**src/rtl/morse_pkg.sv**
```systemverilog
// morse_pkg: Morse decoder state enum, letter codes and per-letter symbol patterns (dot=0, dash=1, first symbol at bit 0)
package morse_pkg;
    typedef enum logic [1:0] {IDLE, MARK, SPACE} morse_state_t;
    localparam logic [2:0] LTR_A = 3'd0;
    localparam logic [2:0] LTR_B = 3'd1;
    localparam logic [2:0] LTR_C = 3'd2;
    localparam logic [2:0] LTR_D = 3'd3;
    localparam logic [2:0] LTR_E = 3'd4;
    localparam logic [2:0] LTR_F = 3'd5;
    localparam logic [2:0] LTR_G = 3'd6;
    localparam logic [2:0] LTR_H = 3'd7;
    localparam logic [2:0] LTR_CODE [8] = '{LTR_A, LTR_B, LTR_C, LTR_D, LTR_E, LTR_F, LTR_G, LTR_H};
    localparam logic [3:0] LTR_SYM [8] = '{4'b0010, 4'b0001, 4'b0101, 4'b0001, 4'b0000, 4'b0100, 4'b0011, 4'b0000};
    localparam logic [2:0] LTR_LEN [8] = '{3'd2, 3'd4, 3'd4, 3'd3, 3'd1, 3'd4, 3'd3, 3'd4};
endpackage

```
**src/rtl/morse_decoder_if.sv**
```systemverilog
// morse_decoder_if: serial bit stream in, decoded letter out; master = bit source, slave = decoder
interface morse_decoder_if;
    logic       DotDashIn;
    logic       NewBitIn;
    logic [2:0] LetterOut;
    logic       LetterValid;
    logic       LetterError;
    logic       Busy;
    modport master (output DotDashIn, NewBitIn, input LetterOut, LetterValid, LetterError, Busy);
    modport slave (input DotDashIn, NewBitIn, output LetterOut, LetterValid, LetterError, Busy);
endinterface

```
**src/rtl/morse_lookup.sv**
```systemverilog
// morse_lookup: maps (sym, symCnt) to a letter code; match=0 when no letter fits
module morse_lookup
    import morse_pkg::*;
(
    input  logic [3:0] sym,
    input  logic [2:0] symCnt,
    output logic [2:0] code,
    output logic       match
);
    // symbol bits beyond symCnt are always zero, so a full-width compare is exact
    always_comb begin
        code  = LTR_A;
        match = 1'b0;
        for (int i = 0; i < 8; i++) begin
            if (symCnt == LTR_LEN[i] && sym == LTR_SYM[i]) begin
                code  = LTR_CODE[i];
                match = 1'b1;
            end
        end
    end
endmodule

```
**src/rtl/morse_decoder.sv**
```systemverilog
// morse_decoder: classifies mark/space runs of a one-bit-per-strobe stream into letters A..H
// ports: ClockIn, ResetN (async active-low), bus.slave (DotDashIn/NewBitIn in; LetterOut/LetterValid/LetterError/Busy out)
module morse_decoder
    import morse_pkg::*;
#(
    parameter int CLOCK_FREQUENCY = 500,
    parameter int LETTER_GAP      = 3,
    parameter int TIMEOUT_CYCLES  = 2 * CLOCK_FREQUENCY
) (
    input logic            ClockIn,
    input logic            ResetN,
    morse_decoder_if.slave bus
);
    localparam int TW = $clog2(TIMEOUT_CYCLES + 1);
    morse_state_t  state, state_nx;
    logic [2:0]    mark_cnt, space_cnt, sym_cnt, code;
    logic [3:0]    sym;
    logic [TW-1:0] tmr;
    logic          err, match, strobe, b, tmo, gap_done, done, done_err;
    assign strobe = bus.NewBitIn;
    assign b      = bus.DotDashIn;
    morse_lookup u_lookup (.sym(sym), .symCnt(sym_cnt), .code(code), .match(match));
    always_ff @(posedge ClockIn or negedge ResetN)
        if (!ResetN) state <= IDLE;
        else state <= state_nx;
    // the timeout fires on the idle cycle whose count reaches TIMEOUT_CYCLES; a strobe on it wins
    always_comb begin
        tmo      = state != IDLE && !strobe && tmr == TW'(TIMEOUT_CYCLES - 1);
        gap_done = state == SPACE && strobe && !b && space_cnt == 3'(LETTER_GAP - 1);
        state_nx = tmo ? IDLE : !strobe ? state : b ? MARK :
                   state == MARK ? SPACE : (state == SPACE && !gap_done) ? SPACE : IDLE;
    end
    always_comb begin
        done     = tmo || gap_done;
        done_err = state == MARK || err || !match;
        bus.Busy = state != IDLE;
    end
    always_ff @(posedge ClockIn or negedge ResetN)
        if (!ResetN) begin
            bus.LetterOut   <= LTR_A;
            bus.LetterValid <= 1'b0;
            bus.LetterError <= 1'b0;
            mark_cnt        <= '0;
            space_cnt       <= '0;
            sym_cnt         <= '0;
            sym             <= '0;
            err             <= 1'b0;
            tmr             <= '0;
        end else begin
            bus.LetterValid <= done && !done_err;
            bus.LetterError <= done && done_err;
            if (done) bus.LetterOut <= done_err ? LTR_A : code;
            tmr <= (strobe || done) ? '0 : (state != IDLE && tmr != TW'(TIMEOUT_CYCLES)) ? tmr + 1'b1 : tmr;
            if (done) begin
                mark_cnt  <= '0;
                space_cnt <= '0;
                sym_cnt   <= '0;
                sym       <= '0;
                err       <= 1'b0;
            end else if (strobe) begin
                if (b) mark_cnt <= state != MARK ? 3'd1 : mark_cnt == 3'd4 ? 3'd4 : mark_cnt + 3'd1;
                else if (state == MARK) begin
                    space_cnt <= 3'd1;
                    if (!(mark_cnt == 3'd1 || mark_cnt == 3'd3) || sym_cnt == 3'd4) err <= 1'b1;
                    else begin
                        sym[sym_cnt[1:0]] <= mark_cnt == 3'd3;
                        sym_cnt           <= sym_cnt + 3'd1;
                    end
                end else if (state == SPACE) space_cnt <= space_cnt + 3'd1;
            end
        end
endmodule
```
**src/flat_wrapper.sv**
```systemverilog
// flat-port wrapper written by rule: the top's interface ports become plain ports
module morse_decoder_flat import morse_pkg::*;
#(
    parameter int CLOCK_FREQUENCY = 500,
    parameter int LETTER_GAP      = 3,
    parameter int TIMEOUT_CYCLES  = 2 * CLOCK_FREQUENCY
)
  (ClockIn, ResetN, bus_DotDashIn, bus_NewBitIn, bus_LetterOut, bus_LetterValid, bus_LetterError, bus_Busy);
  morse_decoder_if bus_i ();
  input logic ClockIn;
  input logic ResetN;
  input wire logic [$bits(bus_i.DotDashIn)-1:0] bus_DotDashIn;
  input wire logic [$bits(bus_i.NewBitIn)-1:0] bus_NewBitIn;
  output wire logic [$bits(bus_i.LetterOut)-1:0] bus_LetterOut;
  output wire logic [$bits(bus_i.LetterValid)-1:0] bus_LetterValid;
  output wire logic [$bits(bus_i.LetterError)-1:0] bus_LetterError;
  output wire logic [$bits(bus_i.Busy)-1:0] bus_Busy;
  assign bus_i.DotDashIn = bus_DotDashIn;
  assign bus_i.NewBitIn = bus_NewBitIn;
  assign bus_LetterOut = bus_i.LetterOut;
  assign bus_LetterValid = bus_i.LetterValid;
  assign bus_LetterError = bus_i.LetterError;
  assign bus_Busy = bus_i.Busy;
  morse_decoder #(.CLOCK_FREQUENCY(CLOCK_FREQUENCY), .LETTER_GAP(LETTER_GAP), .TIMEOUT_CYCLES(TIMEOUT_CYCLES)) u_core (.ClockIn(ClockIn), .ResetN(ResetN), .bus(bus_i));
endmodule
```
**config.mk**
```make
export PLATFORM = sky130hd
export DESIGN_NAME = morse_decoder_flat
export DESIGN_NICKNAME = d
export VERILOG_FILES = /design/src/rtl/morse_pkg.sv /design/src/rtl/morse_decoder_if.sv /design/src/rtl/morse_lookup.sv /design/src/rtl/morse_decoder.sv /design/src/flat_wrapper.sv
export SDC_FILE = /design/constraint.sdc
export NUM_CORES = 1
export LEC_CHECK = 0
export ABC_AREA = 0
export CAP_MARGIN = 20
export CORE_MARGIN = 2
export CORE_UTILIZATION = 50
export DETAILED_ROUTE_END_ITERATION = 8
export GPL_TIMING_DRIVEN = 1
export PLACE_DENSITY = 0.74
export SLEW_MARGIN = 15
export SYNTH_ARGS = -nofsm -noshare
export SYNTH_HDL_FRONTEND = slang
export SYNTH_SLANG_ARGS = --single-unit
export TNS_END_PERCENT = 10
```
**constraint.sdc**
```tcl
create_clock -name ClockIn -period 2.6 [get_ports ClockIn]
set_clock_uncertainty 0.05 [all_clocks]
set_input_delay 0.52 -clock ClockIn [delete_from_list [all_inputs] [get_ports ClockIn]]
set_output_delay 0.52 -clock ClockIn [all_outputs]
set_load 0.02 [all_outputs]
```
* After elaboration in Yosys (flattened, before gate mapping)
Index checks and enable logic that the tools add are counted.
** Storage, ports and cells
- Output and inout port bits :: 6
- Bits of input ports :: 4
- Register bits after elaboration :: 31
- Logic and storage cells :: 130
** Cells by class
- Reduce and logical (&&, ||, !) cells :: 43
- Muxes and demuxes :: 51
- Equal/unequal tests :: 20
- Add/subtract/negate cells :: 4
- $lt $le $gt $ge :: 2
** Operators by type and width (count)
- 2-to-1 mux 3 bit :: 22
- 2-to-1 mux 10 bit :: 2
- 2-to-1 mux 4 bit :: 5
- logical AND 1 bit :: 18
- 2-to-1 mux 1 bit :: 15
- nonzero test 2 bit :: 7
- equality test 3 x 2 -> 1 bit, second input constant :: 4
- adder 10 x 1 -> 10 bit, second input constant :: 1
- equality test 10 bit, second input constant :: 1
- 2-to-1 mux 2 bit :: 5
- != test 10 bit, second input constant :: 1
- adder 3 x 1 -> 3 bit, second input constant :: 3
- equality test 4 x 2 -> 1 bit, second input constant :: 2
- equality test 4 x 3 -> 1 bit, second input constant :: 2
- AND reduction 4 bit :: 2
- equality test 3 x 1 -> 1 bit, second input constant :: 2
- equality test 3 bit, second input constant :: 2
- logical NOT 1 bit :: 6
- logical OR 1 bit :: 6
- != test 2 x 1 -> 1 bit, second input constant :: 3
- bitwise mux 4 bit :: 1
- equality test 4 x 1 -> 1 bit, second input constant :: 1
- logical NOT 4 bit :: 1
- less-than comparator 2 x 3 -> 1 bit, second input constant :: 1
- other kinds (7) :: 7

* Longest topological paths before layout
Gate-level depths: netlist (run 1).
- Depth after elaboration :: 14
- Gate-level depth with buffers :: 8
- Depth with buffers taken out :: 6

* Hierarchy
From an unflattened synthesis (run 1), not the netlist that was laid out.
** Second synthesis, totals
- Cell total of the unflattened synthesis :: 202
- Area, all modules :: 1924.3 sq um
** By module, submodules not included
- morse_decoder :: instances 1, sequential area each 775.7 sq um, cells each 179, area an instance 1736.7 sq um
- morse_lookup :: instances 1, sequential area each 0.0 sq um, cells each 23, area an instance 187.7 sq um

* Worst setup path before layout (run 1)
Ideal clock, no wire load.
- Path type :: flip-flop to flip-flop
- From :: register u_core.state[0]
- To :: register u_core.bus.LetterOut[1]
- Required time :: 2425 ps
- Buffers on the path :: 1
- Setup time :: 125 ps
- Arrival :: 1877 ps
- Stages on the path, launching flop included :: 8
- Clock period less this slack :: 2051 ps
- Path slack :: 549 ps
- Cells stage by stage :: dfrtp_1 inv_1 ha_1 nand4bb_1 or4_4 buf_6 nand2_4 mux2_2
** Between the ends
- Word-level cells in the longest chain between the ends :: 5
- Elaborated cells between the ends (all ways) :: 12
- Those cells by class :: eq/ne (2); mux (1); reduce/logical (9)
** RTL lines
- from (decl) :: RTL line morse_decoder.sv:15 : morse_state_t state, state_nx;
- from (signal assigned) :: RTL line morse_decoder.sv:25 : else state <= state_nx;
- equality test 2 bit :: RTL line morse_decoder.sv:29 : gap_done = state == SPACE && strobe && !b && space_cnt == 3'(LETTER_GAP - 1);
- logical AND 1 bit (3 in series) :: RTL line morse_decoder.sv:29
- logical OR 1 bit :: RTL line morse_decoder.sv:34 : done = tmo || gap_done;
- to (signal assigned) :: RTL line morse_decoder.sv:52 : if (done) bus.LetterOut <= done_err ? LTR_A : code;
- to (decl) :: RTL line morse_decoder_if.sv:10 : modport slave (input DotDashIn, NewBitIn, output LetterOut, LetterValid, LetterError, Busy);
Parallel ways exist; a longest one is shown, timed or not.
A chain may end at the register's enable or synchronous reset.

* Final worst setup path (run 1)
- From :: register u_core.state[0]
- To :: output port bus_Busy
** Between the ends
- Word-level cells in the longest chain between the ends :: 1
** RTL lines
- nonzero test 2 bit :: RTL line morse_decoder.sv:36 : bus.Busy = state != IDLE;
- to (decl) :: RTL line flat_wrapper.sv:17 : output wire logic [$bits(bus_i.Busy)-1:0] bus_Busy;
No other way between the ends.

==> results of run 1 <==
## final timing paths
kind | slack (ns) | endpoint | cells past startpoint | start
worst max-delay path | 0.32 | bus_Busy | 4 | u_core.state[0]
worst min-delay path | 0.45 | u_core.bus.LetterOut[1] | 1 | u_core.bus.LetterOut[1]
worst max register to register | 0.38 | u_core.bus.LetterOut[2] | 6 | u_core.state[0]
worst min register to register | 0.45 | u_core.bus.LetterOut[1] | 1 | u_core.bus.LetterOut[1]
max in group asynchronous | 1.63 | u_core.mark_cnt[2] | 2 | ResetN
min in group asynchronous | 0.58 | u_core.sym[0] | 2 | ResetN
## cell type report
type | count | share of cell area (%)
clock buffer | 7 | 3.56
clock inverter | 1 | 0.234
tap | 48 | 2.80
multi-input combinational | 145 | 48.6
inverter | 17 | 2.98
timing repair buffer | 13 | 5.61
sequential | 31 | 36.2
## sequential cells by signal, indices dropped and copies added (netlist names), 2 cells and up
register / flops
u_core.sym_cnt: 3
u_core.sym: 4
u_core.bus.LetterOut: 3
u_core.mark_cnt: 3
u_core.state: 2
u_core.space_cnt: 3
u_core.tmr: 10
## cells by family after synthesis
group / share of synthesized area, %
fa+ha+maj: 10.4
compound gates: 13.3
simple gates: 21.3
flops: 40.3
mux: 5.92
xor+xnor: 3.19
buf+inv: 5.53
## per-layer routing
metal / vias up / share of wire [%]
met4: 0 / 1.9
li1: 734 / -
met2: 23 / 47
met3: 5 / 3.4
met5: - / 0
met1: 681 / 47
## layout by cell type, fill, tap and decap left out, types with 3 or more instances in the layout
cell              n
dfrtp_1          31
inv_1            17
ha_1             16
a21oi_1          15
nor2_1           15
nand2_1          11
nand3_1          11
clkdlybuf4s50_1   9
mux2i_1           8
xor2_1            5
o211ai_1          5
clkbuf_8          5
nand2b_1          4
nor3_1            4
buf_4             4
or3_1             3
o21ai_0           3
and3_1            3
nand3b_1          3
o31ai_1           3
nand4_1           3
nand4b_1          3
mux2_2            3
## power breakdown
part	internal [mW]	switching [mW]
logic	0.166	0.198
registers	0.553	0.0737
clock network	0.187	0.177
## per-stage QoR
step	hold WS (ns)	utilization (%)	power, mW	cell area (um2)
after floorplan	0.174	-	0.889	1920
after global placement	0.442	55.9	0.989	2060
after CTS	0.463	58.1	1.37	2140
after global routing	0.470	58.1	1.46	2140
after detailed placement	0.449	55.9	1.00	2060
final	0.454	58.1	1.35	2140
==> flow_metrics.tcl, run 1 <==
set metrics [dict create \
    status "complete, no violations" \
    ant_nets 0 \
    drt_iter0_drc 80 \
    grt_use_met2_pct 30.4 \
    cp.required_ns 2.03 \
    synth_cell_types 45 \
    synth_edf_count 0 \
    startpoint_type "flop" \
    port_buffers 9 \
    finalCriticalPeriod_ns 2.28 \
    grt-ovfl-total 0 \
    routed_wl_mm 3.55 \
    drive_above_1_share_pct 8.41 \
    slew_viol_final 0 \
    cts_htree_levels 2 \
    rsz0062_at_grt "false" \
    critPathSlowestCell "clkdlybuf4s50_1" \
    wl_per_cell_um 13.6 \
    ys.flop_type "dfrtp_1" \
    syn_nets 220 \
    max_cap_violations 0 \
    cp_max_fo 7 \
    post_cts_buffers 0 \
    yosysMostFrequentCell "dfrtp_1" \
    yosys.area.top_type_share_pct 40.3 \
    dp_hpwl_mm 2.60 \
    clock-sinks 31 \
    grt_max_degree 32 \
    synth_async_sr_flop_share_pct 100 \
    path_clk_slew_ns 0.06 \
    grtUsageMet1_pct 24.3 \
    initial_utilization_pct 52.1 \
    post-place-ws_ns 0.320 \
    die_y_um 66.0 \
    fin_cells 262 \
    synth_area_leader_cell "dfrtp_1" \
    syn_inst 200 \
    top_usage_layer "met2" \
    cp_common_cell "inv_1" \
    ios 10 \
    coreArea_um2 3690 \
    clockBufferDepth 2 \
    syn_to_final_growth_pct 11.4 \
    setup_viol 0 \
    hold_viol 0 \
    grt_use_met3_pct 5.11 \
    globalplace.congestion 0.827 \
    nNetsFinal 233 \
    rows 22 \
    cellPowerDensity_nw_per_um2 632 \
    seq_area_um2 776 \
    syn_area_um2 1920 \
    vias 1443 \
    cts_made_buffers 5 \
    critPathCaptureType "output port" \
    ctsResizeCount 0 \
    grt_pass1_wl_mm 6.13 \
    dp.cells 254 \
    clk_latency_ns 0.29 \
    period_share_pct 87.7 \
    grt.total_usage_pct 19.0 \
    timing.setup.critical_path_class "flop to output port" \
    cpPeakStageDelay_ns 0.61 \
    nFillCells 316 \
    seq_area_frac_synth_pct 40.3 \
    n_antenna_cell 0 \
    crit_buf_inv 3 \
    drcViolationCount 0 \
    synth_commonest_cells "31 x dfrtp_1, 17 x inv_1, 16 x ha_1" \
    clock.fmax_ghz 0.439 \
    worstPathCellList "inv_1 -> ha_1 -> inv_1 -> clkdlybuf4s50_1" \
    vdd.ir_drop.worst_mv 0.585 \
    leakage_nw 1.01 \
    setup_ws_ns 0.320 \
    ys_ff_latch 31 \
    antenna_found_initial 0 \
    cts-root-buf "clkbuf_8" \
    vias_per_cell 5.51 \
    min_path_type "flop to flop" \
    cts_tree "done" \
    drtPass1Iterations 4 \
    worst_slew_pin_slew_ns 0.473 \
    yosys-top-cells-area "dfrtp_1 40%, ha_1 10%, mux2i_1 4.2%" \
    multi_input_area_um2 1040 \
    die_x_um 66.0 \
    finalSetupTns_ns 0 \
    cts-hold-fix-buffers 0 \
    yosys_warnings 0 \
    fp.dieArea_um2 4360 \
    crit_arrival_ns 1.71 \
    max_slew_margin_pct 68.2 \
    critPathTopFamily "buffers and inverters" \
    grt_pass1_vias 1372 \
    avgSynthCellArea_um2 9.62 \
]
No activity file was read; power rests on OpenSTA's default activity.
==> run 2: changes to the inputs <==
- CTS_CLUSTER_DIAMETER: not set -> 80
- SYNTH_HIERARCHICAL: not set -> 1
==> run 2 against run 1 <==
Routed wire length is 0.82% higher. Critical path depth is 2 lower. Combinational power is 47% higher. Synthesized cell count up 1.0%. Clock power fell by 3%. Synthesized area barely moved. Non-clock buffer count stayed put. Global-route usage shrank 0.19 points. Final cell count increased by 0.76%. Hold slack gained 0.012 ns. Critical path type unchanged. Critical endpoint unchanged. Highest routed layer unchanged.
==> flow_metrics.tcl, run 2 <==
set metrics [dict create \
    status "complete, no violations" \
    wl_per_cell_um 13.6 \
    cts-root-buf "clkbuf_8" \
    vias 1469 \
    routed_wl_mm 3.58 \
    ctsResizeCount 0 \
    finalSetupTns_ns 0 \
    final_cell_mix "31 x dfrtp_1, 22 x inv_1, 13 x nand2_1" \
    globalplace.congestion 0.794 \
    ant_nets 0 \
    avgSynthCellArea_um2 9.53 \
    cellPowerDensity_nw_per_um2 754 \
    synth_compound_gate_area_share_pct 16.6 \
    die_y_um 66.0 \
    top_usage_layer "met2" \
    slew_viol_final 0 \
    grt-ovfl-total 0 \
    yosys_warnings 6 \
    synth_async_sr_flop_share_pct 100 \
    cp.required_ns 2.03 \
    synth_top_family_by_area "simple AND/OR/NAND/NOR gates" \
    min_path_type "flop to flop" \
    grtUsageMet1_pct 26.0 \
    clock-sinks 31 \
    yosysMostFrequentCell "dfrtp_1" \
    synth-simple-area-share_pct 22.6 \
    startpoint_type "flop" \
    seq_area_um2 776 \
    syn_nets 218 \
    path_clk_slew_ns 0.06 \
    antenna_found_initial 0 \
    grt_use_met2_pct 29.3 \
    vias_per_cell 5.56 \
    drcViolationCount 0 \
    syn_area_um2 1920 \
    hold_viol 0 \
    synth_edf_count 0 \
    syn_inst 202 \
    dp_hpwl_mm 2.61 \
    drive_above_1_share_pct 12.5 \
    reg_top3 "u_core/tmr (10), u_core/sym (4)" \
    critPathCaptureType "output port" \
    post_cts_buffers 0 \
    layout_commonest_cell "dfrtp_1" \
    r2r_slack_ns 0.41 \
    period_share_pct 87.0 \
    max_slew_margin_pct 61.8 \
    cts-hold-fix-buffers 0 \
    cp-endpoint "bus_Busy" \
    setup_viol 0 \
    initial_utilization_pct 52.2 \
    cts_tree "done" \
    grt_pass1_vias 1376 \
    worst_slew_pin_slew_ns 0.570 \
    ios 10 \
    cts_made_buffers 5 \
    seq_area_frac_synth_pct 40.3 \
    r2r_end "u_core/bus.LetterOut[2]" \
    ys.flop_type "dfrtp_1" \
    nFillCells 331 \
    syn_to_final_growth_pct 11.5 \
    yosys-top-cells-area "dfrtp_1 40%, ha_1 7.8%, inv_1 4.3%" \
    multi_input_area_um2 1030 \
    yosys.area.top_type_share_pct 40.3 \
    timing.setup.critical_path_class "flop to output port" \
    crit_arrival_ns 1.69 \
    grt_pass1_wl_mm 6.27 \
    finalCriticalPeriod_ns 2.26 \
    grt.total_usage_pct 18.8 \
    coreArea_um2 3690 \
    drt_iter0_drc 84 \
    finalCoreUtilization_pct 58.2 \
    synth_xor_area_share_pct 3.64 \
    n_antenna_cell 0 \
    top_register "u_core/tmr" \
    synth_cell_types 49 \
    timing.rr.start "u_core/state[1]" \
    clock.fmax_ghz 0.442 \
    reg2regPathDepth 4 \
    ys_ff_latch 31 \
    synth_area_leader_cell "dfrtp_1" \
    nNetsFinal 231 \
    max_cap_violations 0 \
    grt_max_degree 32 \
    drtPass1Iterations 4 \
    startpoint "u_core/state[1]" \
    cts_htree_levels 2 \
    die_x_um 66.0 \
    synth_adder_area_share_pct 7.80 \
    clockBufferDepth 2 \
    total_power_mw 1.62 \
    largest_register_ffs 10 \
    port_buffers 9 \
    muxShareOfSynthArea_pct 2.60 \
    vdd.ir_drop.worst_mv 0.252 \
    rsz0062_at_grt "false" \
    synth_commonest_cells "31 x dfrtp_1, 22 x inv_1, 13 x nand2_1" \
    grt_use_met3_pct 3.58 \
    leakage_nw 0.909 \
    rows 22 \
    cp_max_fo 14 \
    fp.dieArea_um2 4360 \
    clk_latency_ns 0.27 \
]
==> run 2: changes by cell type in the layout (fill, tap and decap cells not counted), moves of 4 or more <==
cell     change
xor2_1       -4
inv_1        +5
xnor2_1      +5
nor2_1       -5
ha_1         -4
o21ai_0      +7
a21oi_1      -4
nand3_1      -6
nor2_2       +5
==> run 2: area by class of cell <==
cell class / instances / area share [%]
multi-input combinational: 142 / 47.8
inverter: 22 / 3.85
sequential: 31 / 36.2
clock inverter: 1 / 0.233
clock buffer: 7 / 3.56
tap: 48 / 2.80
timing repair buffer: 13 / 5.60
==> run 2: worst min-delay path by stage <==
stage / from / end / slack, ns / cells after the start
CTS: u_core/bus.LetterOut[1] / u_core/bus.LetterOut[1] / 0.47 / 2
detailed placement: u_core/bus.LetterOut[1] / u_core/bus.LetterOut[1] / 0.46 / 2
finish: u_core/bus.LetterOut[1] / u_core/bus.LetterOut[1] / 0.47 / 2
global placement: u_core/bus.LetterOut[0] / u_core/bus.LetterOut[0] / 0.46 / 2
global route: u_core/bus.LetterOut[1] / u_core/bus.LetterOut[1] / 0.49 / 2
floorplan: ResetN / u_core/bus.LetterError / 0.17 / 0
==> run 2: where the power goes <==
| group | internal (mW) | switching (mW) |
|---|---|---|
| Combinational | 0.258 | 0.279 |
| Sequential | 0.578 | 0.152 |
| Clock | 0.187 | 0.164 |
| Total | 1.02 | 0.595 |
==> run 2: worst max-delay path, stage by stage, from the launching register on <==
cell and delay [ns]:
dfrtp_1 0.52, or2_2 0.36, clkdlybuf4s50_1 0.54
==> run 2: logic make-up after synthesis <==
logic type      Yosys count
buf+inv                  29
mux                       5
simple gates             71
compound gates           46
xor+xnor                  8
fa+ha+maj                12
flops                    31
==> run 2: metal layers <==
metal	share of wire, %	up-vias
met1	49	705
met5	0	-
li1	-	738
met2	47	22
met3	2.9	4
met4	1.1	0
==> run 2: through the flow <==
step	cells	hold WS, ns	setup WS (ns)	cell area, um2
detailed placement	256	0.463	0.291	2060
floorplan	202	0.174	0.789	1920
global route	264	0.487	0.243	2150
CTS	264	0.472	0.332	2150
global placement	256	0.456	0.349	2060
finish	264	0.466	0.338	2150
==> run 3: changes to the inputs <==
- ABC_AREA: 0 -> not set
- CORE_MARGIN: 2 -> 4
- SETUP_SLACK_MARGIN: not set -> 0.15
==> run 3 against run 2 <==
Count of clock-buffer cells in the layout fell by 1. Sequential cell count is the same. Fmax increased by 0.19%. Critical endpoint unchanged.
==> flow_metrics.tcl, run 3 (synthesis gave the netlist of run 2 again) <==
set metrics [dict create \
    status "complete, no violations" \
    wl_met2_mm 1.65 \
    finalSetupTns_ns 0 \
    dp.cells 259 \
    cts_made_buffers 5 \
    vias_per_cell 5.49 \
    top_register "u_core/tmr" \
    syn_to_final_growth_pct 14.6 \
    cts_htree_levels 2 \
    path_clk_slew_ns 0.07 \
    slew_viol_final 0 \
    setup_viol 0 \
    worst_slew_pin_slew_ns 0.597 \
    wl_per_cell_um 13.4 \
    leakage_nw 0.944 \
    max_slew_margin_pct 60.1 \
    drtPass1Iterations 5 \
    drt_iter0_drc 84 \
    dr_wl_met3_um 134 \
    grt.total_usage_pct 16.1 \
    hold-path-endpoint "u_core/err" \
    fp.dieArea_um2 4900 \
    die_y_um 70.0 \
    post_cts_buffers 0 \
    vias 1465 \
    hold_viol 0 \
    dp_hpwl_mm 2.54 \
    initial_utilization_pct 52.2 \
    r2r_slack_ns 0.46 \
    cts_tree "done" \
    ant_nets 0 \
    ctsResizeCount 0 \
    crit_arrival_ns 1.69 \
    clock.fmax_ghz 0.443 \
    max_cap_violations 0 \
    hold_depth 2 \
    die_x_um 70.0 \
    largest_register_ffs 10 \
    dr.max_layer_used "met4" \
    cellPowerDensity_nw_per_um2 799 \
    n_antenna_cell 0 \
    final_cell_mix "31 x dfrtp_1, 22 x inv_1, 13 x nand2_1" \
    finalCriticalPeriod_ns 2.26 \
    vdd.ir_drop.worst_mv 0.443 \
    globalplace.congestion 0.718 \
    grt_max_degree 32 \
    cp_max_fo 13 \
    clock-sinks 31 \
    grt_pass1_vias 1379 \
    cts-hold-fix-buffers 0 \
    nNetsFinal 234 \
    startpoint_type "flop" \
    min_from "u_core/err" \
    layout_commonest_cell "dfrtp_1" \
    cts-root-buf "clkbuf_8" \
    port_buffers 9 \
    timing.rr.start "u_core/tmr[1]" \
    timing.setup.critical_path_class "flop to output port" \
    drcViolationCount 0 \
    rows 22 \
    grt-ovfl-total 0 \
    clockBufferDepth 2 \
    antenna_found_initial 0 \
    critPathCaptureType "output port" \
    reg_top3 "u_core/tmr (10), u_core/sym (4)" \
    ios 10 \
    met1Wirelength_mm 1.75 \
    r2r_end "u_core/bus.LetterOut[1]" \
    cp.required_ns 2.03 \
    grt_pass1_wl_mm 6.35 \
    rsz0062_at_grt "false" \
    fin_cells 267 \
    routed_wl_mm 3.59 \
    clk_latency_ns 0.28 \
    reg2regPathDepth 5 \
    drive_above_1_share_pct 14.6 \
    coreArea_um2 3690 \
    period_share_pct 86.8 \
    min_path_type "flop to flop" \
]
run 3: changes by cell type in the layout (fill, tap and decap cells not counted), sizes merged:
cell / previous run / this run
buf: 4 / 7
bufinv: 0 / 1
clkbuf: 7 / 6
run 3: metal layers:
layer,GRT usage (%),vias up
li1,-,745
met1,21.6,682
met2,24.7,32
met3,4.46,6
met4,5.96,0
met5,0,-
run 3: layout make-up:
class | count | area, um2
inverter | 22 | 82.6
tap | 48 | 60.1
timing repair buffer | 16 | 143
sequential | 31 | 776
multi-input combinational | 142 | 1030
fill | 316 | 1480
clock buffer | 6 | 82.6
clock inverter | 2 | 35.0
run 3: per-stage QoR:
step / util, % / total power [mW] / hold slack, ns / worst slack, ns / instance area [um2]
global placement: 56.6 / 1.26 / 0.441 / 0.293 / 2090
detailed placement: 56.6 / 1.28 / 0.442 / 0.237 / 2090
floorplan: - / 1.10 / 0.174 / 0.789 / 1920
finish: 59.8 / 1.76 / 0.460 / 0.343 / 2200
global route: 59.8 / 1.90 / 0.494 / 0.270 / 2200
CTS: 59.8 / 1.78 / 0.460 / 0.321 / 2200
run 3: power breakdown:
| part | switching [mW] | internal [mW] |
|---|---|---|
| combinational | 0.284 | 0.262 |
| sequential | 0.147 | 0.578 |
| clock | 0.179 | 0.310 |
| total | 0.610 | 1.15 |
run 3: worst max path at each step:
stage | from | endpoint | slack [ns] | cells after the start
4_1_cts | u_core/state[1] | bus_Busy | 0.32 | 3
3_5_place_dp | bus_DotDashIn | u_core/sym[2] | 0.24 | 6
6_report | u_core/state[1] | bus_Busy | 0.34 | 3
5_1_grt | u_core/state[1] | bus_Busy | 0.27 | 3
2_1_floorplan | bus_NewBitIn | u_core/sym[0] | 0.79 | 6
3_3_place_gp | bus_NewBitIn | u_core/bus.LetterOut[1] | 0.29 | 6
run 3: worst max-delay path: stages (launching register included):
cell	delay [ns]
dfrtp_1	0.38
buf_4	0.18
or2_2	0.30
clkdlybuf4s50_1	0.55
